$ cat config.mk
export PLATFORM = sky130hd
export DESIGN_NAME = router_pkt_rx
export DESIGN_NICKNAME = d
export VERILOG_FILES = /design/src/rtl/router_pkg.sv /design/src/rtl/router_rx_skid.sv /design/src/rtl/router_pkt_rx.sv
export SDC_FILE = /design/constraint.sdc
export NUM_CORES = 1
export LEC_CHECK = 0
export ABC_AREA = 0
export CORE_ASPECT_RATIO = 1.2
export CORE_MARGIN = 3
export CORE_UTILIZATION = 50
export CTS_BUF_LIST = sky130_fd_sc_hd__clkbuf_8
export DETAILED_ROUTE_END_ITERATION = 10
export GPL_ROUTABILITY_DRIVEN = 0
export PLACE_DENSITY = 0.7
export SYNTH_ARGS = -nofsm -noshare
export SYNTH_HDL_FRONTEND = slang
export SYNTH_HIERARCHICAL = 1
export SYNTH_SLANG_ARGS = --single-unit
$ cat constraint.sdc
create_clock -name clock -period 4.24 [get_ports clock]
set_input_delay 0.424 -clock clock [delete_from_list [all_inputs] [get_ports clock]]
set_output_delay 0.424 -clock clock [all_outputs]
set_load 0.02 [all_outputs]
$ cat src/rtl/router_pkg.sv
// Shared definitions for the router packet receiver.
// Holds the byte/field widths, the header field positions and the receive FSM
// state encoding, plus helpers that pull the fields out of a header byte.
package router_pkg;

    localparam int unsigned DATA_W = 8;
    localparam int unsigned LEN_W  = 6;
    localparam int unsigned ADDR_W = 2;

    // Header byte layout: {len[7:2], addr[1:0]}
    localparam int unsigned HDR_ADDR_LSB = 0;
    localparam int unsigned HDR_LEN_LSB  = ADDR_W;

    typedef enum logic [2:0] {
        StIdle = 3'd0,
        StHdr  = 3'd1,
        StPld  = 3'd2,
        StPar  = 3'd3,
        StDone = 3'd4
    } rx_state_e;

    function automatic logic [LEN_W-1:0] hdr_len(input logic [DATA_W-1:0] hdr);
        return hdr[HDR_LEN_LSB +: LEN_W];
    endfunction

    function automatic logic [ADDR_W-1:0] hdr_addr(input logic [DATA_W-1:0] hdr);
        return hdr[HDR_ADDR_LSB +: ADDR_W];
    endfunction

endpackage

$ cat src/rtl/router_rx_skid.sv
// Two-entry payload buffer between the router read pipeline and downstream.
// Ports:
//   clk_i, rst_ni          clock, asynchronous active-low reset
//   push_i, push_data_i,   write one byte plus its last-of-packet flag
//   push_last_i
//   pop_i                  consume the head entry (ignored when empty)
//   occupancy_o            number of stored entries (0..2)
//   valid_o, data_o,       head entry
//   last_o
module router_rx_skid
    import router_pkg::*;
(
    input  logic              clk_i,
    input  logic              rst_ni,
    input  logic              push_i,
    input  logic [DATA_W-1:0] push_data_i,
    input  logic              push_last_i,
    input  logic              pop_i,
    output logic [1:0]        occupancy_o,
    output logic              valid_o,
    output logic [DATA_W-1:0] data_o,
    output logic              last_o
);

    logic [DATA_W:0] mem_q [2];
    logic            wr_ptr_q;
    logic            rd_ptr_q;
    logic [1:0]      count_q;
    logic            do_push;
    logic            do_pop;

    assign do_pop  = pop_i & (count_q != 2'd0);
    // The reader never issues more reads than there is room for, so a push
    // into a full buffer only happens alongside a pop.
    assign do_push = push_i & ((count_q != 2'd2) | do_pop);

    always_ff @(posedge clk_i or negedge rst_ni) begin
        if (!rst_ni) begin
            mem_q[0] <= '0;
            mem_q[1] <= '0;
            wr_ptr_q <= 1'b0;
            rd_ptr_q <= 1'b0;
            count_q  <= 2'd0;
        end else begin
            if (do_push) begin
                mem_q[wr_ptr_q] <= {push_last_i, push_data_i};
                wr_ptr_q        <= ~wr_ptr_q;
            end
            if (do_pop) begin
                rd_ptr_q <= ~rd_ptr_q;
            end
            unique case ({do_push, do_pop})
                2'b10:   count_q <= count_q + 2'd1;
                2'b01:   count_q <= count_q - 2'd1;
                default: count_q <= count_q;
            endcase
        end
    end

    assign occupancy_o = count_q;
    assign valid_o     = (count_q != 2'd0);
    assign data_o      = mem_q[rd_ptr_q][DATA_W-1:0];
    assign last_o      = mem_q[rd_ptr_q][DATA_W];

endmodule

$ cat src/rtl/router_pkt_rx.sv
// Router packet receiver: drains the router output FIFO, parses
// {header, payload..., parity} packets and forwards payload bytes downstream.
// Ports:
//   clock, resetn          clock, asynchronous active-low reset
//   vld_out, data_out      router FIFO non-empty / byte (valid cycle after read)
//   read_enb               read strobe to router FIFO
//   pkt_ready              downstream accepts pkt_data
//   pkt_data, pkt_data_valid, pkt_data_last   payload stream
//   pkt_done, parity_err   one-cycle completion pulse and its parity status
//   pkt_len, pkt_addr      fields of the most recent header
//   pkt_count, err_count   completed-packet and parity-error counters
//   stall_timeout          router FIFO has data but reads are starved
module router_pkt_rx
    import router_pkg::*;
#(
    parameter int unsigned TIMEOUT = 30
) (
    input  logic              clock,
    input  logic              resetn,
    input  logic              vld_out,
    input  logic [DATA_W-1:0] data_out,
    output logic              read_enb,
    input  logic              pkt_ready,
    output logic [DATA_W-1:0] pkt_data,
    output logic              pkt_data_valid,
    output logic              pkt_data_last,
    output logic              pkt_done,
    output logic              parity_err,
    output logic [LEN_W-1:0]  pkt_len,
    output logic [ADDR_W-1:0] pkt_addr,
    output logic [15:0]       pkt_count,
    output logic [7:0]        err_count,
    output logic              stall_timeout
);

    localparam int unsigned CntW = (TIMEOUT > 1) ? $clog2(TIMEOUT) : 1;
    localparam logic [CntW-1:0] StallMax = CntW'(TIMEOUT - 1);

    rx_state_e         state_q, state_d;
    logic              inflight_q;
    logic [LEN_W:0]    rd_cnt_q, rd_cnt_d;
    logic [LEN_W:0]    bytes_exp;
    logic [LEN_W-1:0]  pld_idx_q, pld_idx_d;
    logic [DATA_W-1:0] par_q, par_d;
    logic              err_q, err_d;
    logic [LEN_W-1:0]  len_q;
    logic [ADDR_W-1:0] addr_q;
    logic [15:0]       pkt_count_q;
    logic [7:0]        err_count_q;
    logic [CntW-1:0]   stall_cnt_q;
    logic              stall_q;
    logic              stall_cond;
    logic              hdr_seen;
    logic              hdr_cap;
    logic              pld_last;
    logic              push;
    logic              push_last;
    logic [1:0]        occupancy;
    logic              room;

    // Until the header is in, only the header read may be issued; afterwards
    // the whole packet (header + len payload + parity) is known.
    assign hdr_seen  = state_q inside {StPld, StPar, StDone};
    assign bytes_exp = hdr_seen ? ({1'b0, len_q} + (LEN_W + 1)'(2)) : (LEN_W + 1)'(1);
    // Every read in flight must have a buffer slot waiting for it.
    assign room      = (occupancy + {1'b0, inflight_q}) < 2'd2;
    assign read_enb  = resetn & vld_out & (rd_cnt_q < bytes_exp) & room;
    assign pld_last  = (pld_idx_q == len_q - LEN_W'(1));

    always_comb begin
        state_d   = state_q;
        rd_cnt_d  = rd_cnt_q + {{LEN_W{1'b0}}, read_enb};
        pld_idx_d = pld_idx_q;
        par_d     = par_q;
        err_d     = err_q;
        hdr_cap   = 1'b0;
        push      = 1'b0;
        push_last = 1'b0;
        case (state_q)
            StIdle: begin
                if (vld_out) begin
                    state_d = StHdr;
                end
            end
            StHdr: begin
                if (inflight_q) begin
                    hdr_cap   = 1'b1;
                    par_d     = data_out;
                    pld_idx_d = '0;
                    state_d   = (hdr_len(data_out) == '0) ? StPar : StPld;
                end
            end
            StPld: begin
                if (inflight_q) begin
                    push      = 1'b1;
                    push_last = pld_last;
                    par_d     = par_q ^ data_out;
                    pld_idx_d = pld_idx_q + LEN_W'(1);
                    if (pld_last) begin
                        state_d = StPar;
                    end
                end
            end
            StPar: begin
                if (inflight_q) begin
                    err_d   = (par_q != data_out);
                    state_d = StDone;
                end
            end
            StDone: begin
                // All len+2 reads are already issued, so none happen here and
                // the counter can restart for the next packet.
                state_d  = StIdle;
                rd_cnt_d = '0;
            end
            default: begin
                state_d = StIdle;
            end
        endcase
    end

    always_ff @(posedge clock or negedge resetn) begin
        if (!resetn) begin
            state_q    <= StIdle;
            inflight_q <= 1'b0;
            rd_cnt_q   <= '0;
            pld_idx_q  <= '0;
            par_q      <= '0;
            err_q      <= 1'b0;
            len_q      <= '0;
            addr_q     <= '0;
        end else begin
            state_q    <= state_d;
            inflight_q <= read_enb;
            rd_cnt_q   <= rd_cnt_d;
            pld_idx_q  <= pld_idx_d;
            par_q      <= par_d;
            err_q      <= err_d;
            if (hdr_cap) begin
                len_q  <= hdr_len(data_out);
                addr_q <= hdr_addr(data_out);
            end
        end
    end

    always_ff @(posedge clock or negedge resetn) begin
        if (!resetn) begin
            pkt_count_q <= '0;
            err_count_q <= '0;
        end else if (state_q == StDone) begin
            pkt_count_q <= pkt_count_q + 16'd1;
            if (err_q && (err_count_q != 8'hff)) begin
                err_count_q <= err_count_q + 8'd1;
            end
        end
    end

    // stall_cnt_q holds the number of earlier consecutive starved cycles, so
    // the flag shows in the TIMEOUT-th cycle and is then held until a read.
    assign stall_cond = resetn & vld_out & ~read_enb;

    always_ff @(posedge clock or negedge resetn) begin
        if (!resetn) begin
            stall_cnt_q <= '0;
            stall_q     <= 1'b0;
        end else if (read_enb) begin
            stall_cnt_q <= '0;
            stall_q     <= 1'b0;
        end else if (stall_cond) begin
            if (stall_cnt_q != StallMax) begin
                stall_cnt_q <= stall_cnt_q + CntW'(1);
            end else begin
                stall_q <= 1'b1;
            end
        end else begin
            stall_cnt_q <= '0;
        end
    end

    router_rx_skid u_skid (
        .clk_i       (clock),
        .rst_ni      (resetn),
        .push_i      (push),
        .push_data_i (data_out),
        .push_last_i (push_last),
        .pop_i       (pkt_ready),
        .occupancy_o (occupancy),
        .valid_o     (pkt_data_valid),
        .data_o      (pkt_data),
        .last_o      (pkt_data_last)
    );

    assign pkt_done      = (state_q == StDone);
    assign parity_err    = (state_q == StDone) & err_q;
    assign pkt_len       = len_q;
    assign pkt_addr      = addr_q;
    assign pkt_count     = pkt_count_q;
    assign err_count     = err_count_q;
    assign stall_timeout = stall_q | (stall_cond & (stall_cnt_q == StallMax));

endmodule

==> run_results.csv <==
group,metric,value,unit
floorplan,dieArea,0.01006,sq mm
yosys,synth_edf_count,0,
worst_setup_path,crit_family,"compound AO/OA/AOI/OAI gates",
sta,fin_skew,0.01075,ns
route,vias,3025,
pwr,total_power,3.201,mW
finish,final_nets,482,
route,wl_per_cell,15.30,um
pwr,power_density,599.1,mW/mm^2
yosys,async_reset_ff_frac,1.000,
yosys,synth_area,0.004444,sq mm
pwr,pwr-share-clk,0.194,
sta,hold_slack,0.1598,ns
placed_design,io_buffers,57,
pwr,internal-power,2.059,mW
yosys,synth.avg_cell_area,11.40,sq um
sta,setup_ws,0.3782,ns
global_route,grt_max_degree,52,
flow_run,drv_cap,0,
yosys,syn_nets,420,
worst_setup_path,path_class,"flop to output port",
yosys,ys_seq_elements,86,
sta,tns,0,ns
route,drt-total-wl,8785,um
global_route,grt_pass1_vias,3106,
worst_setup_path,end_kind,"output port",
yosys,ys_types,48,
floorplan,die-height,109.3,um
sta,hold_viol_final,0,
clock_network,cts_inserted_buffers,9,
route,drt_pass1_iterations,4,
clock_network,cts_setup_buffers,0,
yosys,synthCells,390,
route,ant_nets,0,
sta,min_period,3.862,ns
pwr,vdd_drop_max,0.3723,mV
finish,n_antenna_cell,0,
clock_network,cts_sinks,86,
sta,finalSetupViolCount,0,
route,vias_per_cell,5.270,
sta,fmax,258.9,MHz
worst_setup_path,critPathSlowestCell,"clkdlybuf4s50_1",
floorplan,die_w,92.07,um
clock_network,ctsResizeCount,0,
pwr,p_seq_frac,0.415,
pwr,p_switching,1.142,mW
worst_setup_path,critPathRequiredTime,3.82,ns
route,drt_first_iter_violations,116,
clock_network,clkTransAtPathRegs,0.09,ns
pwr,p_sw_frac,0.3568,
sta,post-route-period-util,0.9108,
sta,slew_headroom,0.2989,
worst_setup_path,path_buf_inv,1,
finish,drive_above_1_share,0.1510,
sta,tightest_slew,1.047,ns
yosys,yosysSeqAreaShare,0.4842,
sta,final_max_slew_viol_count,0,
clock_network,ctsHoldBuffers,0,
floorplan,fp.coreArea,0.008611,sq mm
finish,area_growth,20.24,%
finish,stdcell_count,574,
yosys,ys.flop_type,"dfrtp_1",
sta,grt_setup_unrepaired,"no",
floorplan,rows,37,
worst_setup_path,worstPathCellList,"nor3b_4 -> a21o_1 -> nand2_1 -> ha_1 -> and4_1 -> a2111oi_0 -> o2111a_1 -> clkdlybuf4s50_1",
placed_design,dp_hpwl,6361,um
global_route,grt_overflow,0,
global_route,grtUsageTotal,0.1898,
pwr,comb_power_share,0.390,
yosys,yosys_warnings,6,
pwr,total_leakage_power,2.328,nW
finish,utilization,0.6206,
clock_network,clock_latency,0.36,ns
global_route,antenna_found_initial,0,
clock_network,clock_path_buffers,2,
status,outcome,"completed",
worst_hold_path,min_path_type,"input port to asynchronous set/reset pin",
clock_network,cts_tree,"done",
placed_design,place_ws,0.7434,ns
route,drc,0,
clock_network,h-tree-depth,3,
floorplan,start_util,0.5161,
finish,design_area,0.005344,sq mm
global_route,grt_pass1_wl,15010,um
worst_setup_path,cp.arrival,3.44,ns
worst_setup_path,cpPeakStageDelay,0.67,ns
placed_design,placed_cell_area,0.005130,sq mm
clock_network,cts-root-buf,"clkbuf_8",
worst_setup_path,path_max_fanout,12,
floorplan,io_pins,58,
placed_design,dp.cells,558,
worst_setup_path,cp-start-kind,"flop",
-- cells by family (layout without fill, tap and decap cells) --
family,count (synthesis),after routing,share of synthesized area
and+or+nand+nor,136,136,0.1565
DFF,86,86,0.4842
xor gates and xnor gates,62,62,0.1222
muxes,39,39,0.1061
AOI/OAI and AO/OA,26,26,0.05518
buffers and inverters,23,90,0.02505
adders and majority gates,18,18,0.05068
-- cells in the final DEF, fill, tap and decap left out, types with 9 or more instances in the layout --
cell,count
clkbuf_8,9
nor3_1,9
ha_1,18
xor2_1,36
xnor2_1,26
mux2_2,29
nor2_1,23
clkdlybuf4s50_1,56
mux2_4,9
nand2_1,40
dfrtp_1,86
nand3_1,24
inv_1,14
-- worst paths after layout --
check / from / end / slack [ns] / depth (start not counted)
worst max register to register: state_q[1]$_DFFE_PN0P_ / rd_cnt_q[4]$_DFF_PN0_ / 0.80 / 13
max in group asynchronous: resetn / pld_idx_q[4]$_DFFE_PN0P_ / 3.07 / 3
min in group clock: pkt_count[15]$_DFFE_PN0N_ / pkt_count[15]$_DFFE_PN0N_ / 0.48 / 1
worst max-delay path: state_q[1]$_DFFE_PN0P_ / read_enb / 0.38 / 8
worst min register to register: pkt_count[15]$_DFFE_PN0N_ / pkt_count[15]$_DFFE_PN0N_ / 0.48 / 1
worst min-delay path: resetn / pld_idx_q[2]$_DFFE_PN0P_ / 0.16 / 2
-- synth_stat cells (2+ instances only) --
cell / instances / share of area
a2111oi_4: 2 / 0.012
a21o_1: 2 / 0.0034
a31oi_1: 3 / 0.0042
and2_1: 4 / 0.0056
and3_1: 6 / 0.0084
and4_1: 3 / 0.0059
buf_2: 7 / 0.0079
buf_6: 2 / 0.0051
dfrtp_1: 86 / 0.48
ha_1: 18 / 0.051
inv_1: 12 / 0.010
mux2_2: 29 / 0.073
mux2_4: 9 / 0.030
nand2_1: 40 / 0.034
nand3_1: 24 / 0.027
nand4_1: 8 / 0.011
nor2_1: 23 / 0.019
nor2b_1: 4 / 0.0056
nor3_1: 9 / 0.010
nor3b_2: 2 / 0.0056
nor4_1: 4 / 0.0056
o21ai_0: 6 / 0.0068
or2_2: 2 / 0.0028
xnor2_1: 26 / 0.051
xor2_1: 36 / 0.071
-- area by class of cell --
| class | count | area, sq um |
|---|---|---|
| flip-flops and latches | 86 | 2152 |
| repair buffers | 62 | 605.6 |
| well taps | 117 | 146.4 |
| inverters | 12 | 45.04 |
| multi-input cells | 281 | 2181 |
| clock buffers | 9 | 123.9 |
| fillers | 724 | 3267 |
| clock inverters | 7 | 90.09 |
-- sequential cells by signal, summed over array words and instances, names as in the netlist --
signal              flops
err_count               8
err_q                   1
inflight_q              1
par_q                   8
pkt_addr                2
pkt_count              16
pkt_len                 6
pld_idx_q               6
rd_cnt_q                7
stall_cnt_q             5
stall_q                 1
state_q                 3
u_skid/mem_q           18
u_skid/occupancy_o      2
u_skid/rd_ptr_q         1
u_skid/wr_ptr_q         1
-- per-layer routing --
metal	part of all wire	wire, um	vias up	GRT usage
met3	0.037	329	18	0.03451
met5	0	0	-	0
met4	0.026	226	0	0.08068
met1	0.43	3813	1475	0.2310
met2	0.50	4415	63	0.3319
li1	-	-	1469	-
-- power by group through the flow --
stage / registers, mW / clock network (mW) / logic [mW]
detailed placement: 1.35 / 0 / 1.26
finish: 1.33 / 0.623 / 1.25
global route: 1.37 / 0.668 / 1.38
CTS: 1.33 / 0.641 / 1.27
global placement: 1.33 / 0 / 1.23
floorplan: 1.29 / 0 / 0.867
Power figures use the tool's default switching activity.
